===== src/rtl/inverse_zigzag_buffer.sv =====
// -----------------------------------------------------------------------------
// inverse_zigzag_buffer
//
// Purpose:
//   Decoder-side stage feeding the dequantizer. Takes quantized coefficients
//   one per handshake in JPEG zigzag order and writes each one into its
//   row-major slot of an 8x8 block. When the block is complete, it is
//   presented in parallel. Two register banks work as a ping-pong pair, so
//   the next block can fill while the previous one is held for downstream.
//
// Parameters:
//   BLOCK_SIZE  - block dimension. Only 8 is supported; any other value
//                 stops elaboration.
//   COEFF_WIDTH - signed coefficient width. Must match the dequantizer.
//
// Ports:
//   clk        in   rising-edge clock
//   rst_n      in   synchronous active-low reset
//   in_valid   in   in_coeff is valid
//   in_ready   out  the current write bank can accept a coefficient
//   in_coeff   in   signed coefficient at zigzag index k
//   in_eob     in   (only with IZZ_EOB_EN) end of block: the accepted
//                   coefficient is written and the block closes at once
//   out_valid  out  out_block holds a complete block
//   out_ready  in   downstream consumes out_block this cycle
//   out_block  out  reordered block, indexed [row][col]; all zeros while
//                   out_valid is low
//
// Optional feature:
//   Define IZZ_EOB_EN to add the in_eob port and early block completion.
// -----------------------------------------------------------------------------
module inverse_zigzag_buffer #(
   parameter int BLOCK_SIZE  = 8,
   parameter int COEFF_WIDTH = 9
) (
   input  logic                          clk,
   input  logic                          rst_n,
   input  logic                          in_valid,
`ifdef IZZ_EOB_EN
   input  logic                          in_eob,
`endif
   output logic                          in_ready,
   input  logic signed [COEFF_WIDTH-1:0] in_coeff,
   output logic                          out_valid,
   input  logic                          out_ready,
   output logic signed [COEFF_WIDTH-1:0] out_block [BLOCK_SIZE-1:0][BLOCK_SIZE-1:0]
);

   localparam int NUM = BLOCK_SIZE * BLOCK_SIZE;

   generate
      if (BLOCK_SIZE != 8) begin : g_bad_block_size
         $error("inverse_zigzag_buffer: BLOCK_SIZE must be 8");
      end
   endgenerate

   // Zigzag index k -> row-major position (row*8 + col), standard JPEG order.
   localparam logic [5:0] ZZ_TABLE [64] = '{
       6'd0,  6'd1,  6'd8,  6'd16, 6'd9,  6'd2,  6'd3,  6'd10,
       6'd17, 6'd24, 6'd32, 6'd25, 6'd18, 6'd11, 6'd4,  6'd5,
       6'd12, 6'd19, 6'd26, 6'd33, 6'd40, 6'd48, 6'd41, 6'd34,
       6'd27, 6'd20, 6'd13, 6'd6,  6'd7,  6'd14, 6'd21, 6'd28,
       6'd35, 6'd42, 6'd49, 6'd56, 6'd57, 6'd50, 6'd43, 6'd36,
       6'd29, 6'd22, 6'd15, 6'd23, 6'd30, 6'd37, 6'd44, 6'd51,
       6'd58, 6'd59, 6'd52, 6'd45, 6'd38, 6'd31, 6'd39, 6'd46,
       6'd53, 6'd60, 6'd61, 6'd54, 6'd47, 6'd55, 6'd62, 6'd63
   };

   logic signed [COEFF_WIDTH-1:0] bank0 [NUM];
   logic signed [COEFF_WIDTH-1:0] bank1 [NUM];

   logic       wr_sel;
   logic       rd_sel;
   logic [1:0] full;
   logic [5:0] k;

   logic       eob;
   logic       accept;
   logic       complete;
   logic       release_blk;
   logic [5:0] zz_idx;
   logic [1:0] full_next;

`ifdef IZZ_EOB_EN
   assign eob = in_eob;
`else
   assign eob = 1'b0;
`endif

   assign in_ready    = !full[wr_sel];
   assign out_valid   = full[rd_sel];
   assign accept      = in_valid && in_ready;
   assign complete    = accept && ((k == 6'd63) || eob);
   assign release_blk = out_valid && out_ready;
   assign zz_idx      = ZZ_TABLE[k];

   // Completion and release always refer to different banks: completion
   // needs an empty write bank, release needs a full read bank. Both can
   // therefore be applied in the same cycle without conflict.
   always_comb begin
      full_next = full;
      if (complete) begin
         full_next[wr_sel] = 1'b1;
      end
      if (release_blk) begin
         full_next[rd_sel] = 1'b0;
      end
   end

   always_ff @(posedge clk) begin
      if (!rst_n) begin
         wr_sel <= 1'b0;
         rd_sel <= 1'b0;
         full   <= 2'b00;
         k      <= 6'd0;
      end else begin
         full <= full_next;
         if (release_blk) begin
            rd_sel <= !rd_sel;
         end
         if (complete) begin
            wr_sel <= !wr_sel;
            k      <= 6'd0;
         end else if (accept) begin
            k <= k + 6'd1;
         end
      end
   end

   // A released bank is wiped, so that a block closed early by in_eob reads
   // zeros in every position it never wrote.
   always_ff @(posedge clk) begin
      if (!rst_n) begin
         for (int i = 0; i < NUM; i++) begin
            bank0[i] <= '0;
            bank1[i] <= '0;
         end
      end else begin
         if (release_blk) begin
            for (int i = 0; i < NUM; i++) begin
               if (rd_sel) begin
                  bank1[i] <= '0;
               end else begin
                  bank0[i] <= '0;
               end
            end
         end
         if (accept) begin
            if (wr_sel) begin
               bank1[zz_idx] <= in_coeff;
            end else begin
               bank0[zz_idx] <= in_coeff;
            end
         end
      end
   end

   // Parallel output, gated to zero while no complete block is held.
   genvar gi, gj;
   generate
      for (gi = 0; gi < BLOCK_SIZE; gi++) begin : g_row
         for (gj = 0; gj < BLOCK_SIZE; gj++) begin : g_col
            assign out_block[gi][gj] = !out_valid ? '0 :
                                       (rd_sel ? bank1[gi*BLOCK_SIZE+gj]
                                               : bank0[gi*BLOCK_SIZE+gj]);
         end
      end
   endgenerate

endmodule


===== config.mk =====
export PLATFORM = sky130hd
export DESIGN_NAME = inverse_zigzag_buffer
export DESIGN_NICKNAME = d
export VERILOG_FILES = /design/src/rtl/inverse_zigzag_buffer.sv
export SDC_FILE = /design/constraint.sdc
export NUM_CORES = 2
export LEC_CHECK = 0
export BUFFER_PORTS_ARGS = -buffer_cell sky130_fd_sc_hd__buf_4
export CORE_ASPECT_RATIO = 1.1
export CORE_UTILIZATION = 45
export CTS_CLUSTER_DIAMETER = 50
export DETAILED_ROUTE_END_ITERATION = 10
export SLEW_MARGIN = 15
export SYNTH_ARGS = -nofsm -noshare
export SYNTH_HDL_FRONTEND = slang
export SYNTH_SLANG_ARGS = --single-unit

===== constraint.sdc =====
create_clock -name clk -period 5.9 [get_ports clk]
set_input_delay 0.59 -clock clk [delete_from_list [all_inputs] [get_ports clk]]
set_output_delay 0.59 -clock clk [all_outputs]
set_load 0.1 [all_outputs]

==> Word level (Yosys, flattened, before mapping) <==
Memories as Yosys holds them, arrays and structs flattened.
Cells that the tools add are included.
{ "word_totals": {"latch_bits": 0, "romBits": 384, "output_inout_bits": 578, "n_memories": 3, "in_bits": 13, "ram_bits": 1152, "word_cells": 449, "register_bits": 10} }
{ "memory_table": {"columns": ["memory", "words", "word_bits", "read_ports", "rd_ports_with_merged_regs", "write_ports", "line_no", "text"], "rows": [
  ["bank0", 64, 9, 64, 0, 64, "69", "logic signed [COEFF_WIDTH-1:0] bank0 [NUM];"],
  ["bank1", 64, 9, 64, 0, 64, "70", "logic signed [COEFF_WIDTH-1:0] bank1 [NUM];"],
  ["(name not given)", 64, 6, 1, 0, 0, "95", "assign zz_idx = ZZ_TABLE[k];"]
]} }
{ "classes": {"n_mux": 291, "n_lt_le_gt_ge": 5, "shift": 0, "bitwise": 133, "div": 0, "n_reduce_logical": 11, "n_addsub": 1, "multipliers": 0, "n_eq_ne": 1} }
{ "ops": {"columns": ["op", "n"], "rows": [
  ["$mux W9", 258],
  ["$or A1 B1 Y1", 128],
  ["$mux W1", 25],
  ["$mux W6", 4],
  ["$reduce_or A9 Y1", 2],
  ["$ge A7 B7 Y1 const B", 1],
  ["$not A6 Y7", 1],
  ["$add A6 B1 Y6 const B", 1],
  ["$eq A6 B6 Y1 const B", 1],
  ["$logic_and A1 B1 Y1", 5],
  ["$lt A1 B2 Y1 const B", 2],
  ["$mux W2", 2],
  ["$logic_not A1 Y1", 3],
  ["$and A2 B2 Y2", 1],
  ["$demux W1 S1", 2],
  ["$ge A1 B1 Y1 const B", 2],
  ["$not A2 Y2", 1],
  ["$or A2 B2 Y2", 1],
  ["$reduce_or A2 Y1", 1],
  ["$not A1 Y1", 1]
]} }

==> Longest topological paths before layout <==
{ "logic_depth": {"depth_word": 9, "ltp_mapped": 11, "depth_no_buf": 9} }

==> Worst setup path after synthesis <==
OpenSTA, ideal clock, no wires.
{ "synth_timing": {"kind": "reg-to-output", "from": "register rd_sel", "to": "output port out_block[383] in the netlist's numbering", "n_path_buf": 4, "required_ns": 5.310, "stages_incl_launch_ff": 7, "path_slack_ns": 2.306, "arrival_time_ns": 3.004, "path_cell_list": "dfxtp_1 -> clkbuf_1 -> clkbuf_1 -> buf_1 -> buf_1 -> mux2i_1 -> nor2_1"} }
{ "synth_lines": {"columns": ["item", "line_no", "text"], "rows": [
  ["start: declaration", "73", "logic rd_sel;"],
  ["start signal: assignment", "119", "rd_sel <= !rd_sel;"],
  ["end: declaration", "46", "output logic signed [COEFF_WIDTH-1:0] out_block [BLOCK_SIZE-1:0][BLOCK_SIZE-1:0]"]
]} }

==> impl_metrics.tcl <==
set metrics [dict create \
    status "completed" \
    tightest_slew_ns 1.06 \
    die-area_um2 116000 \
    die_w_um 324 \
    finalNonFillerCells 6433 \
    clock_sinks 1162 \
    synthesis.area_um2 51500 \
    setup_viol 0 \
    critical_path_peak_fanout 34 \
    layout_commonest_cell "nor2_1" \
    comb_power_share 0.041 \
    start_util 0.456 \
    wire_per_inst_um 25.2 \
    dp_hpwl_um 108000 \
    via_per_inst 5.54 \
    fin_crit_ns 4.91 \
    vias 35600 \
    grt_first_pass_wirelength_um 233000 \
    die_h_um 357 \
    dpl.cell_count 6210 \
    syn_area_per_cell_um2 12.0 \
    io_pins 591 \
    cp_slowest_cell "o21ai_0" \
    leakagePower_uw 0.0211 \
    grt.overflow.total 0 \
    report.final.slew_viol_count 0 \
    reg2reg_depth 10 \
    p_int_uw 13900 \
    pwr-share-clk 0.429 \
    critPathArrivalTime_ns 5.31 \
    cts_resized 0 \
    clk_path_buf_depth 3 \
    totalWireLength_um 162000 \
    core_area_um2 113000 \
    dr.pass1.iters 8 \
    max-slew-margin-rel 0.285 \
    cts.clk_slew.worst_paths_ns 0.06 \
    synthDistinctLibCells 57 \
    htreeDepth 3 \
    cts_buffers 120 \
    wl_met2_um 79000 \
    rsz0062_at_grt "false" \
    cellPowerDensity_nw_per_um2 286 \
    fin_nets 4861 \
    most-common-layout-cells "nor2_1 (1,597), edfxtp_1 (1,152), buf_4 (800)" \
    max_freq_mhz 204 \
    hold_viol 0 \
    placed_cell_area_um2 58100 \
    hold_buffers 0 \
    place.gp.congestion 0.865 \
    dr.first_iter.drc_count 4107 \
    async_flop_share 0 \
    drc_errors 0 \
    cts_tree "done" \
    grt_max_degree 221 \
    synth_warnings 0 \
    top_layer "met4" \
    ant_nets 0 \
    clk_latency_ns 0.72 \
    grt_pass1_vias 34300 \
    drv_cap 0 \
    skew_ns 0.0273 \
    portBuffers 590 \
    endpoint_kind "flip-flop" \
    hold_class "primary input to flip-flop" \
    switching_power_uw 3870 \
    drive_gt1_frac 0.212 \
    synth_edf_count 1152 \
    critPathMaxStageDelay_ns 1.03 \
    syn_to_final_growth_pct 20.6 \
    post_cts_buffers 0 \
    antenna_found_initial 5 \
    holdPathStages 3 \
    met3_length_um 12500 \
    ys_seq_area_frac 0.676 \
    fill_cells 9572 \
    switching_share 0.217 \
    critPathKind "flip-flop to flip-flop" \
    syn_inst 4299 \
    rows 129 \
    path_cells "inv_1, ha_1, nand2_1, a21oi_1, nor3_1, a31oi_4, buf_4, nand2_1, o21ai_0, buf_4" \
    seq_power_share 0.529 \
    synth-seq-cells 1162 \
    cts_root_buf "clkbuf_16" \
    grt_use_total 0.274 \
    start_kind "flip-flop" \
    min_period_over_period 0.832 \
    fin_area_um2 62100 \
    cp.required_ns 6.30 \
    setup_tns_ns 0 \
    met1Wirelength_um 65800 \
    ir_worst_vdd_uv 253 \
    synthFlopType "edfxtp_1" \
    synth_nets 4334 \
]
## critical path, delay by kind of cell (launching register included)
kind	cells	cell delay, ns
compound gates	3	1.49
buf+inv	3	1.04
simple gates	3	0.81
flops	1	0.78
fa+ha+maj	1	0.48
## layout make-up
cell class,instances,area (um2),share of cell area
multi-input cells,2713,15200,0.245
repair buffers,809,6190,0.0996
clock inverters,82,842,0.0136
diodes,1,2.50,0.0000403
inverters,20,75.1,0.00121
clock buffers,140,3120,0.0502
flip-flops and latches,1162,34800,0.560
well taps,1506,1880,0.0303
## cells by family after synthesis
group / count (synthesis) / synth area share
DFF: 1162 / 0.676
adders and majority gates: 22 / 0.00535
muxes: 585 / 0.114
AOI/OAI and AO/OA: 182 / 0.0209
xor gates and xnor gates: 6 / 0.00102
and+or+nand+nor: 1918 / 0.150
buffers and inverters: 424 / 0.0333
## per-stage QoR
stage	hold WS (ns)	util	setup slack, ns	power [uW]
final	0.228	0.550	0.990	17800
after detailed placement	0.607	0.515	1.06	10300
after global routing	0.212	0.550	0.808	18300
after floorplan	0.507	-	2.31	9950
after CTS	0.186	0.550	1.06	17900
after global placement	0.608	0.515	1.08	10300
## layer usage
layer  track usage  vias up
li1              -    16000
met1         0.369    17800
met2         0.460     1588
met3        0.0378      222
met4        0.0912        0
met5             0        -
## state kept, by name (all words and copies together) (netlist names)
signal,count
bank0,576
full,2
rd_sel,1
bank1,576
k,6
wr_sel,1
## power groups by stage
stage / registers (uW) / logic, uW / clock network (uW)
global placement: 9580 / 729 / 0
global route: 9440 / 781 / 8050
floorplan: 9560 / 389 / 0
CTS: 9420 / 739 / 7730
finish: 9420 / 735 / 7640
detailed placement: 9590 / 736 / 0
## cell usage after synthesis (2+ instances only)
master,n,area share
nor2_1,1597,0.12
edfxtp_1,1152,0.67
mux2i_1,583,0.11
clkbuf_1,366,0.027
nor3_1,147,0.014
o21ai_0,132,0.013
nand3_1,75,0.0073
nand2_1,38,0.0028
ha_1,22,0.0053
inv_1,20,0.0015
buf_2,15,0.0015
a21oi_1,12,0.0012
buf_6,12,0.0026
nand2b_1,12,0.0015
dfxtp_1,10,0.0039
nor2_2,10,0.0012
nand2_4,9,0.0020
nor2b_1,8,0.00097
buf_1,7,0.00051
a211oi_1,5,0.00073
nand4_1,5,0.00061
xnor2_1,5,0.00085
buf_4,4,0.00058
o2111ai_1,4,0.00068
or3_1,4,0.00049
a31oi_1,3,0.00036
and2_1,3,0.00036
or3b_2,3,0.00051
a311o_1,2,0.00039
a311oi_1,2,0.00034
a32o_1,2,0.00039
mux2_2,2,0.00044
o21a_1,2,0.00029
o22ai_1,2,0.00024
or4bb_1,2,0.00044
## path summary, 6_finish.rpt
path | from | slack (ns) | end
setup / recovery | k[0]$_SDFFE_PP0N_ | 0.99 | bank1[10][6]$_SDFFCE_PN0P_
hold / removal | out_ready | 0.23 | rd_sel$_SDFFE_PN0P_
setup reg to reg | k[0]$_SDFFE_PP0N_ | 0.99 | bank1[10][6]$_SDFFCE_PN0P_
hold reg to reg | wr_sel$_SDFFE_PN0N_ | 0.62 | full[0]$_SDFF_PN0_
(Power assumes the default switching activity.)
